<file path="src/rtl/ps2_key_decoder_if.sv">
`default_nettype none
// ============================================================================
//  ps2_key_decoder_if
//  Raw PS/2 pins in, decoded key vectors and debug strobes out.
//  Revision: 1.0
// ============================================================================
interface ps2_key_decoder_if;
    logic       PS2_CLK;
    logic       PS2_DATA;
    logic [3:0] wasd;
    logic [3:0] arrows;
    logic [7:0] code;
    logic       code_valid;
    logic       frame_err;

    // Board/stimulus side: drives the pins, observes the decoder.
    modport master (
        output PS2_CLK,
        output PS2_DATA,
        input  wasd,
        input  arrows,
        input  code,
        input  code_valid,
        input  frame_err
    );

    // Decoder side.
    modport slave (
        input  PS2_CLK,
        input  PS2_DATA,
        output wasd,
        output arrows,
        output code,
        output code_valid,
        output frame_err
    );
endinterface
`default_nettype wire

</file>
<file path="src/rtl/ps2_key_decoder.sv">
`default_nettype none
// ============================================================================
//  ps2_key_decoder
//  PS/2 set-2 receiver producing held WASD / arrow key vectors.
//  Revision: 1.0
// ============================================================================
module ps2_key_decoder #(
    parameter int TIMEOUT_CYCLES = 50000
) (
    input  wire logic         CLOCK,
    input  wire logic         RESETN,
    ps2_key_decoder_if.slave  bus
);

    localparam int c_IDLE_W = ($clog2(TIMEOUT_CYCLES + 1) > 16) ? $clog2(TIMEOUT_CYCLES + 1) : 16;
    localparam logic [c_IDLE_W-1:0] c_TIMEOUT = c_IDLE_W'(TIMEOUT_CYCLES);

    localparam logic [7:0] c_EXT_PREFIX = 8'hE0;
    localparam logic [7:0] c_BRK_PREFIX = 8'hF0;
    localparam logic [7:0] c_BAT_PASS   = 8'hAA;

    typedef enum logic [1:0] {
        ST_IDLE   = 2'd0,
        ST_EXT    = 2'd1,
        ST_BRK    = 2'd2,
        ST_EXTBRK = 2'd3
    } state_t;

    logic [1:0]          r_clkSync;
    logic [1:0]          r_dataSync;
    logic                r_clkPrev;
    logic                r_fallEdge;
    logic                r_dataBit;
    logic [3:0]          r_bitCnt;
    logic [8:0]          r_frame;
    logic [c_IDLE_W-1:0] r_idleCnt;
    state_t              r_state;
    logic [3:0]          w_wasdHit;
    logic [3:0]          w_arrowHit;

    // Frame receiver: the edge strobe and its data bit are registered together
    // so the sampled bit is the one present when the clock fell.
    always_ff @(posedge CLOCK) begin
        if (!RESETN) begin
            r_clkSync      <= 2'b11;
            r_dataSync     <= 2'b11;
            r_clkPrev      <= 1'b1;
            r_fallEdge     <= 1'b0;
            r_dataBit      <= 1'b1;
            r_bitCnt       <= 4'd0;
            r_frame        <= 9'd0;
            r_idleCnt      <= '0;
            bus.code       <= 8'h00;
            bus.code_valid <= 1'b0;
            bus.frame_err  <= 1'b0;
        end else begin
            r_clkSync      <= {r_clkSync[0], bus.PS2_CLK};
            r_dataSync     <= {r_dataSync[0], bus.PS2_DATA};
            r_clkPrev      <= r_clkSync[1];
            r_fallEdge     <= r_clkPrev & ~r_clkSync[1];
            r_dataBit      <= r_dataSync[1];
            bus.code_valid <= 1'b0;
            bus.frame_err  <= 1'b0;

            if (r_fallEdge) begin
                r_idleCnt <= '0;
                case (r_bitCnt)
                    4'd0: begin
                        if (!r_dataBit) begin
                            r_bitCnt <= 4'd1;
                        end
                    end
                    4'd10: begin
                        r_bitCnt <= 4'd0;
                        if ((^r_frame) && r_dataBit) begin
                            bus.code       <= r_frame[7:0];
                            bus.code_valid <= 1'b1;
                        end else begin
                            bus.frame_err  <= 1'b1;
                        end
                    end
                    default: begin
                        r_frame  <= {r_dataBit, r_frame[8:1]};
                        r_bitCnt <= r_bitCnt + 4'd1;
                    end
                endcase
            end else if (r_bitCnt != 4'd0) begin
                if (r_idleCnt == c_TIMEOUT) begin
                    r_bitCnt      <= 4'd0;
                    r_idleCnt     <= '0;
                    bus.frame_err <= 1'b1;
                end else begin
                    r_idleCnt <= r_idleCnt + 1'b1;
                end
            end else begin
                r_idleCnt <= '0;
            end
        end
    end

    always_comb begin
        w_wasdHit  = 4'b0000;
        w_arrowHit = 4'b0000;
        case (bus.code)
            8'h1D:   w_wasdHit  = 4'b0001;
            8'h1C:   w_wasdHit  = 4'b0010;
            8'h1B:   w_wasdHit  = 4'b0100;
            8'h23:   w_wasdHit  = 4'b1000;
            8'h75:   w_arrowHit = 4'b0001;
            8'h6B:   w_arrowHit = 4'b0010;
            8'h72:   w_arrowHit = 4'b0100;
            8'h74:   w_arrowHit = 4'b1000;
            default: ;
        endcase
    end

    // Prefix FSM: one byte per code_valid; key vectors follow one cycle later.
    always_ff @(posedge CLOCK) begin
        if (!RESETN) begin
            r_state    <= ST_IDLE;
            bus.wasd   <= 4'b0000;
            bus.arrows <= 4'b0000;
        end else if (bus.frame_err) begin
            r_state <= ST_IDLE;
        end else if (bus.code_valid) begin
            case (r_state)
                ST_IDLE: begin
                    if (bus.code == c_EXT_PREFIX) begin
                        r_state <= ST_EXT;
                    end else if (bus.code == c_BRK_PREFIX) begin
                        r_state <= ST_BRK;
                    end else if (bus.code == c_BAT_PASS) begin
                        bus.wasd   <= 4'b0000;
                        bus.arrows <= 4'b0000;
                    end else begin
                        bus.wasd <= bus.wasd | w_wasdHit;
                    end
                end
                ST_EXT: begin
                    if (bus.code == c_BRK_PREFIX) begin
                        r_state <= ST_EXTBRK;
                    end else if (bus.code != c_EXT_PREFIX) begin
                        bus.arrows <= bus.arrows | w_arrowHit;
                        r_state    <= ST_IDLE;
                    end
                end
                ST_BRK: begin
                    bus.wasd <= bus.wasd & ~w_wasdHit;
                    r_state  <= ST_IDLE;
                end
                ST_EXTBRK: begin
                    bus.arrows <= bus.arrows & ~w_arrowHit;
                    r_state    <= ST_IDLE;
                end
                default: r_state <= ST_IDLE;
            endcase
        end
    end

endmodule
`default_nettype wire
</file>
<file path="src/flat_wrapper.sv">
// flat-port wrapper written by rule: the top's interface ports become plain ports
module ps2_key_decoder_flat 
#(
    parameter int TIMEOUT_CYCLES = 50000
)
  (CLOCK, RESETN, bus_PS2_CLK, bus_PS2_DATA, bus_wasd, bus_arrows, bus_code, bus_code_valid, bus_frame_err);
  ps2_key_decoder_if bus_i ();
  input  wire logic CLOCK;
  input  wire logic RESETN;
  input wire logic [$bits(bus_i.PS2_CLK)-1:0] bus_PS2_CLK;
  input wire logic [$bits(bus_i.PS2_DATA)-1:0] bus_PS2_DATA;
  output wire logic [$bits(bus_i.wasd)-1:0] bus_wasd;
  output wire logic [$bits(bus_i.arrows)-1:0] bus_arrows;
  output wire logic [$bits(bus_i.code)-1:0] bus_code;
  output wire logic [$bits(bus_i.code_valid)-1:0] bus_code_valid;
  output wire logic [$bits(bus_i.frame_err)-1:0] bus_frame_err;
  assign bus_i.PS2_CLK = bus_PS2_CLK;
  assign bus_i.PS2_DATA = bus_PS2_DATA;
  assign bus_wasd = bus_i.wasd;
  assign bus_arrows = bus_i.arrows;
  assign bus_code = bus_i.code;
  assign bus_code_valid = bus_i.code_valid;
  assign bus_frame_err = bus_i.frame_err;
  ps2_key_decoder #(.TIMEOUT_CYCLES(TIMEOUT_CYCLES)) u_core (.CLOCK(CLOCK), .RESETN(RESETN), .bus(bus_i));
endmodule
</file>
<file path="config.mk">
export PLATFORM = sky130hd
export DESIGN_NAME = ps2_key_decoder_flat
export DESIGN_NICKNAME = d
export VERILOG_FILES = /design/src/rtl/ps2_key_decoder_if.sv /design/src/rtl/ps2_key_decoder.sv /design/src/flat_wrapper.sv
export SDC_FILE = /design/constraint.sdc
export NUM_CORES = 1
export LEC_CHECK = 0
export ABC_AREA = 1
export BUFFER_PORTS_ARGS = -buffer_cell sky130_fd_sc_hd__buf_2
export CAP_MARGIN = 30
export CORE_MARGIN = 5
export CORE_UTILIZATION = 54
export DETAILED_ROUTE_END_ITERATION = 10
export PLACE_DENSITY_LB_ADDON = 0.05
export SLEW_MARGIN = 20
export SYNTH_ARGS = -nofsm -noshare
export SYNTH_HDL_FRONTEND = slang
export SYNTH_SLANG_ARGS = --single-unit
</file>
<file path="constraint.sdc">
create_clock -name CLOCK -period 1.55 [get_ports CLOCK]
set_input_delay 0.0775 -clock CLOCK [delete_from_list [all_inputs] [get_ports CLOCK]]
set_output_delay 0.0775 -clock CLOCK [all_outputs]
set_load 0.005 [all_outputs]
</file>
Word-level counts from Yosys, hierarchy flattened
Index checks and enable logic that the tools add are counted.
Word-level totals
  flip-flop bits (word level): 56
  bits of input ports: 4
  output and inout bits: 18
  word-level logic and storage cells: 101
Operators by class
  add/sub/neg operators: 2
  equality and inequality tests: 25
  muxes and demuxes: 28
  bitwise logic cells: 12
  reduce and logical (&&, ||, !) cells: 20
Operators with widths (count)
  $mux W4: 12
  $eq A8 B7 Y1 const B: 4
  $pmux W4 S4: 2
  $eq A8 B5 Y1 const B: 3
  $eq A8 B8 Y1 const B: 3
  $add A16 B1 Y16 const B: 1
  $eq A16 B16 Y1 const B: 1
  $pmux W4 S2: 2
  $pmux W4 S3: 1
  $reduce_and A3 Y1: 4
  $reduce_xor A9 Y1: 1
  $and A4 B4 Y4: 2
  $eq A8 B6 Y1 const B: 1
  $mux W2: 4
  $ne A8 B8 Y1 const B: 1
  $not A4 Y4: 2
  $or A4 B4 Y4: 2
  $reduce_and A8 Y1: 1
  $mux W1: 6
  $ne A2 B2 Y1 const B: 3
  $ne A3 B1 Y1 const B: 2
  $pmux W2 S3: 1
  $reduce_bool A2 Y1: 3
  $reduce_or A2 Y1: 3
  other kinds (16): 22

Depth between registers and ports, before layout
  word-level depth: 7
  depth in mapped cells: 12
  gate-level depth less buffers: 12

Least setup slack after synthesis
No wires, ideal clock.
  path kind: register to register
  from: register u_core.r_bitCnt[0]
  to: register u_core.r_frame[7]
  library setup time: 0.070 ns
  data arrival time: 1.400 ns
  required time: 1.480 ns
  path slack: 0.080 ns
  cell stages (with the launch flop): 11
  path buffers: 1
  clock period less this slack: 1.470 ns
  cell sequence: dfxtp_1 > inv_1 > ha_1 > inv_1 > nor2_1 > nand2_1 > nand2_1 > nor2_4 > buf_2 > o21ai_0 > a21oi_1
Between the ends
  word-level cells in the longest chain between the ends: 4
  elaborated cells on any way between the ends: 5
  those cells by class: eq/ne: 1; bitwise: 1; reduce/logical: 3
Ends and longest elaborated chain
  start: declaration: RTL line ps2_key_decoder.sv:34  | logic [3:0] r_bitCnt;
  start signal: assignment: RTL line ps2_key_decoder.sv:84  | r_bitCnt <= r_bitCnt + 4'd1;
  $eq A4 B4 Y1 or $logic_not A4 Y1 (tied branches): RTL line ps2_key_decoder.sv:67  | case (r_bitCnt)
  $reduce_or A2 Y1 (no source line) *
  $not A1 Y1 (no source line) *
  $reduce_and A2 Y1 (no source line) *
  end signal: assignment: RTL line ps2_key_decoder.sv:83  | r_frame <= {r_dataBit, r_frame[8:1]};
  end: declaration: RTL line ps2_key_decoder.sv:35  | logic [8:0] r_frame;
Mark *: on every way between the ends. The rest lies on a longest branch, timed or not.
A chain may end at the register's enable or synchronous reset.

Worst setup path in the final report
  from: register u_core.r_bitCnt[0]
  to: register u_core.r_frame[0]
The elaborated chain is that of the path after synthesis.

==> flow_summary.json <==
{
  "vdd_drop_max_mv": 0.472,
  "drive_gt1_share_pct": 31.0,
  "worstSetupPathType": "register to register",
  "fmax_mhz": 655,
  "hold_start": "RESETN",
  "fp.coreArea_um2": 5170,
  "die_w_um": 83.5,
  "mostFrequentLayoutCells": "nand2_1, nor2_1, inv_1",
  "syn_avg_cell_area_um2": 6.72,
  "p_leak_nw": 1.56,
  "finalHoldWorstSlack_ns": 0.0912,
  "cp.required_ns": 1.77,
  "post-route-drc-count": 0,
  "r2r-start": "u_core.r_bitCnt[0]",
  "rsz0062_at_grt": "yes",
  "antenna_found_initial": 0,
  "grt_pass1_wl_um": 11300,
  "slew_headroom_pct": 72.4,
  "port_buffers": 21,
  "end_kind": "register",
  "min_period_ns": 1.53,
  "arrival_ns": 1.75,
  "clock-sinks": 56,
  "start_util_pct": 56.4,
  "ys_async_sr_fraction_pct": 0,
  "synth_warnings": 0,
  "power_mw": 2.33,
  "fin_nets": 499,
  "clkLatencyLatePin_ns": 0.31,
  "setup_violations": 0,
  "clk_pin_slew_ns": 0.11,
  "drt_wl_total_um": 6950,
  "die-area_um2": 6970,
  "setup_ws_ns": 0.0222,
  "cts_root_buffer": "clkbuf_8",
  "grt_max_degree": 25,
  "synth_nets": 443,
  "finalSetupTns_ns": 0,
  "min_path_type": "primary input to register",
  "grt_overflow": 0,
  "ant_nets": 0,
  "placed_cell_area_um2": 3260,
  "yosysUniqueCellTypes": 31,
  "first_iter_violations": 188,
  "grt_usage_pct": 19.1,
  "finClkSkew_ns": 0.00978,
  "fp-row-count": 26,
  "syn_inst": 434,
  "synth-seq-cells": 56,
  "worst_slew_pin_slew_ns": 0.414,
  "diodes": 0,
  "synth_edf_count": 0,
  "final_common_cell": "nand2_1",
  "tritoncts": "yes",
  "outcome": "finished, final reports clean",
  "ys_seq_area_share_pct": 38.5,
  "synth_area_um2": 2920,
  "vias": 2930,
  "io_pins": 22,
  "p_per_area_nw_per_um2": 631,
  "wl_per_cell_um": 12.4,
  "worstSetupStartpoint": "u_core.r_bitCnt[0]",
  "viasPerCell": 5.22,
  "gp_congestion": 0.884,
  "die_height_um": 83.5,
  "numCtsBuffers": 5,
  "dp_slack_ns": 0.00431,
  "hold_violations": 0,
  "ctsLongestPathBuffers": 2,
  "ys.flop_type": "dfxtp_1",
  "drv_slew": 0,
  "first_global_vias": 2623,
  "areaGrowthSynthToFinish_pct": 27.0,
  "critPathLaunchType": "register",
  "htreeDepth": 2,
  "first_pass_iters": 4,
  "worstPathMaxFanout": 5,
  "finish.instance_area_um2": 3700,
  "dp_hpwl_um": 5080,
  "maxCapViolations": 0,
  "period_share_pct": 98.6
}
[timing repair]
action                                  CTS  global route
endpoints found under the setup margin    3            39
gates cloned                              0             1
buffers inserted                          1            10
pin swaps                                 1            18
endpoints found under the hold margin     2             0
resized for setup                         3            79
hold buffers                              2             0
[worst paths after layout]
path | cells after the start | endpoint | slack, ns
setup / recovery | 9 | u_core.r_frame[0] | 0.02
hold / removal | 3 | u_core.bus.frame_err | 0.09
setup reg to reg | 9 | u_core.r_frame[0] | 0.02
hold reg to reg | 2 | u_core.r_fallEdge | 0.42
[synth_stat cells (3+ instances only)]
library cell,number,area (µm²)
a21oi_1,30,150
nand2_2,4,25.0
nor4_1,3,18.8
inv_2,5,18.8
buf_2,3,15.0
nor2_1,66,248
o211ai_1,3,22.5
nand2_1,87,327
a211oi_1,3,22.5
inv_1,59,221
or2_2,7,43.8
o21a_1,6,45.0
ha_1,5,62.6
nor3_1,7,35.0
o21ai_0,16,80.1
clkbuf_1,4,15.0
nor2_4,3,33.8
nor2_2,4,25.0
nand4_1,16,100
dfxtp_1,56,1120
nand3_1,33,165
[critical path: stages, from the launching register on]
cell and delay [ns]:
dfxtp_2 0.34, inv_1 0.05, buf_4 0.13, ha_2 0.18, nand3_2 0.10, nand2_2 0.08
nor2_4 0.21, buf_6 0.15, o21ai_2 0.05, a21oi_1 0.16
[through the flow]
| step | instances | util (%) |
|---|---|---|
| 2_1_floorplan | 434 | - |
| 3_3_place_gp | 539 | 63.0 |
| 5_1_grt | 561 | 71.6 |
| 4_1_cts | 550 | 65.8 |
| 3_5_place_dp | 539 | 63.0 |
| 6_report | 561 | 71.6 |
[power by group]
group          internal, mW  switching (mW)
logic                0.0210          0.0303
clock network         0.342           0.508
registers              1.43         0.00319
[layout make-up]
class                   instances  area, µm²
repair buffers                 56        432
clock buffers                   5       68.8
flip-flops and latches         56       1170
well taps                      70       87.6
inverters                      64        243
fillers                       453       1470
clock inverters                 3       28.8
multi-input cells             307       1670
[layer usage]
metal	part of all wire [%]	routed length [µm]	track usage, %
met3	4.4	306	3.06
met2	49	3440	32.1
met5	0	0	0
met1	44	3060	24.6
met4	2.1	145	6.87
[flip-flops by register name, summed over array words and instances (netlist names)]
signal,flops
u_core.r_idleCnt,16
u_core.r_bitCnt,4
u_core.bus.code,8
u_core.r_fallEdge,1
u_core.bus.wasd,4
u_core.bus.arrows,4
u_core.r_clkPrev,1
u_core.r_dataSync,2
u_core.r_clkSync,2
u_core.r_state,2
u_core.r_frame,9
u_core.bus.code_valid,1
u_core.bus.frame_err,1
u_core.r_dataBit,1
[kinds of logic after synthesis]
logic type / share of synthesized area (%)
buffers and inverters: 9.27
flip-flops: 38.5
AND/OR/NAND/NOR: 37.1
XOR/XNOR: 1.20
AO/OA/AOI/OAI: 11.8
adder cells (fa/ha/maj): 2.15
(Power assumes the default switching activity.)
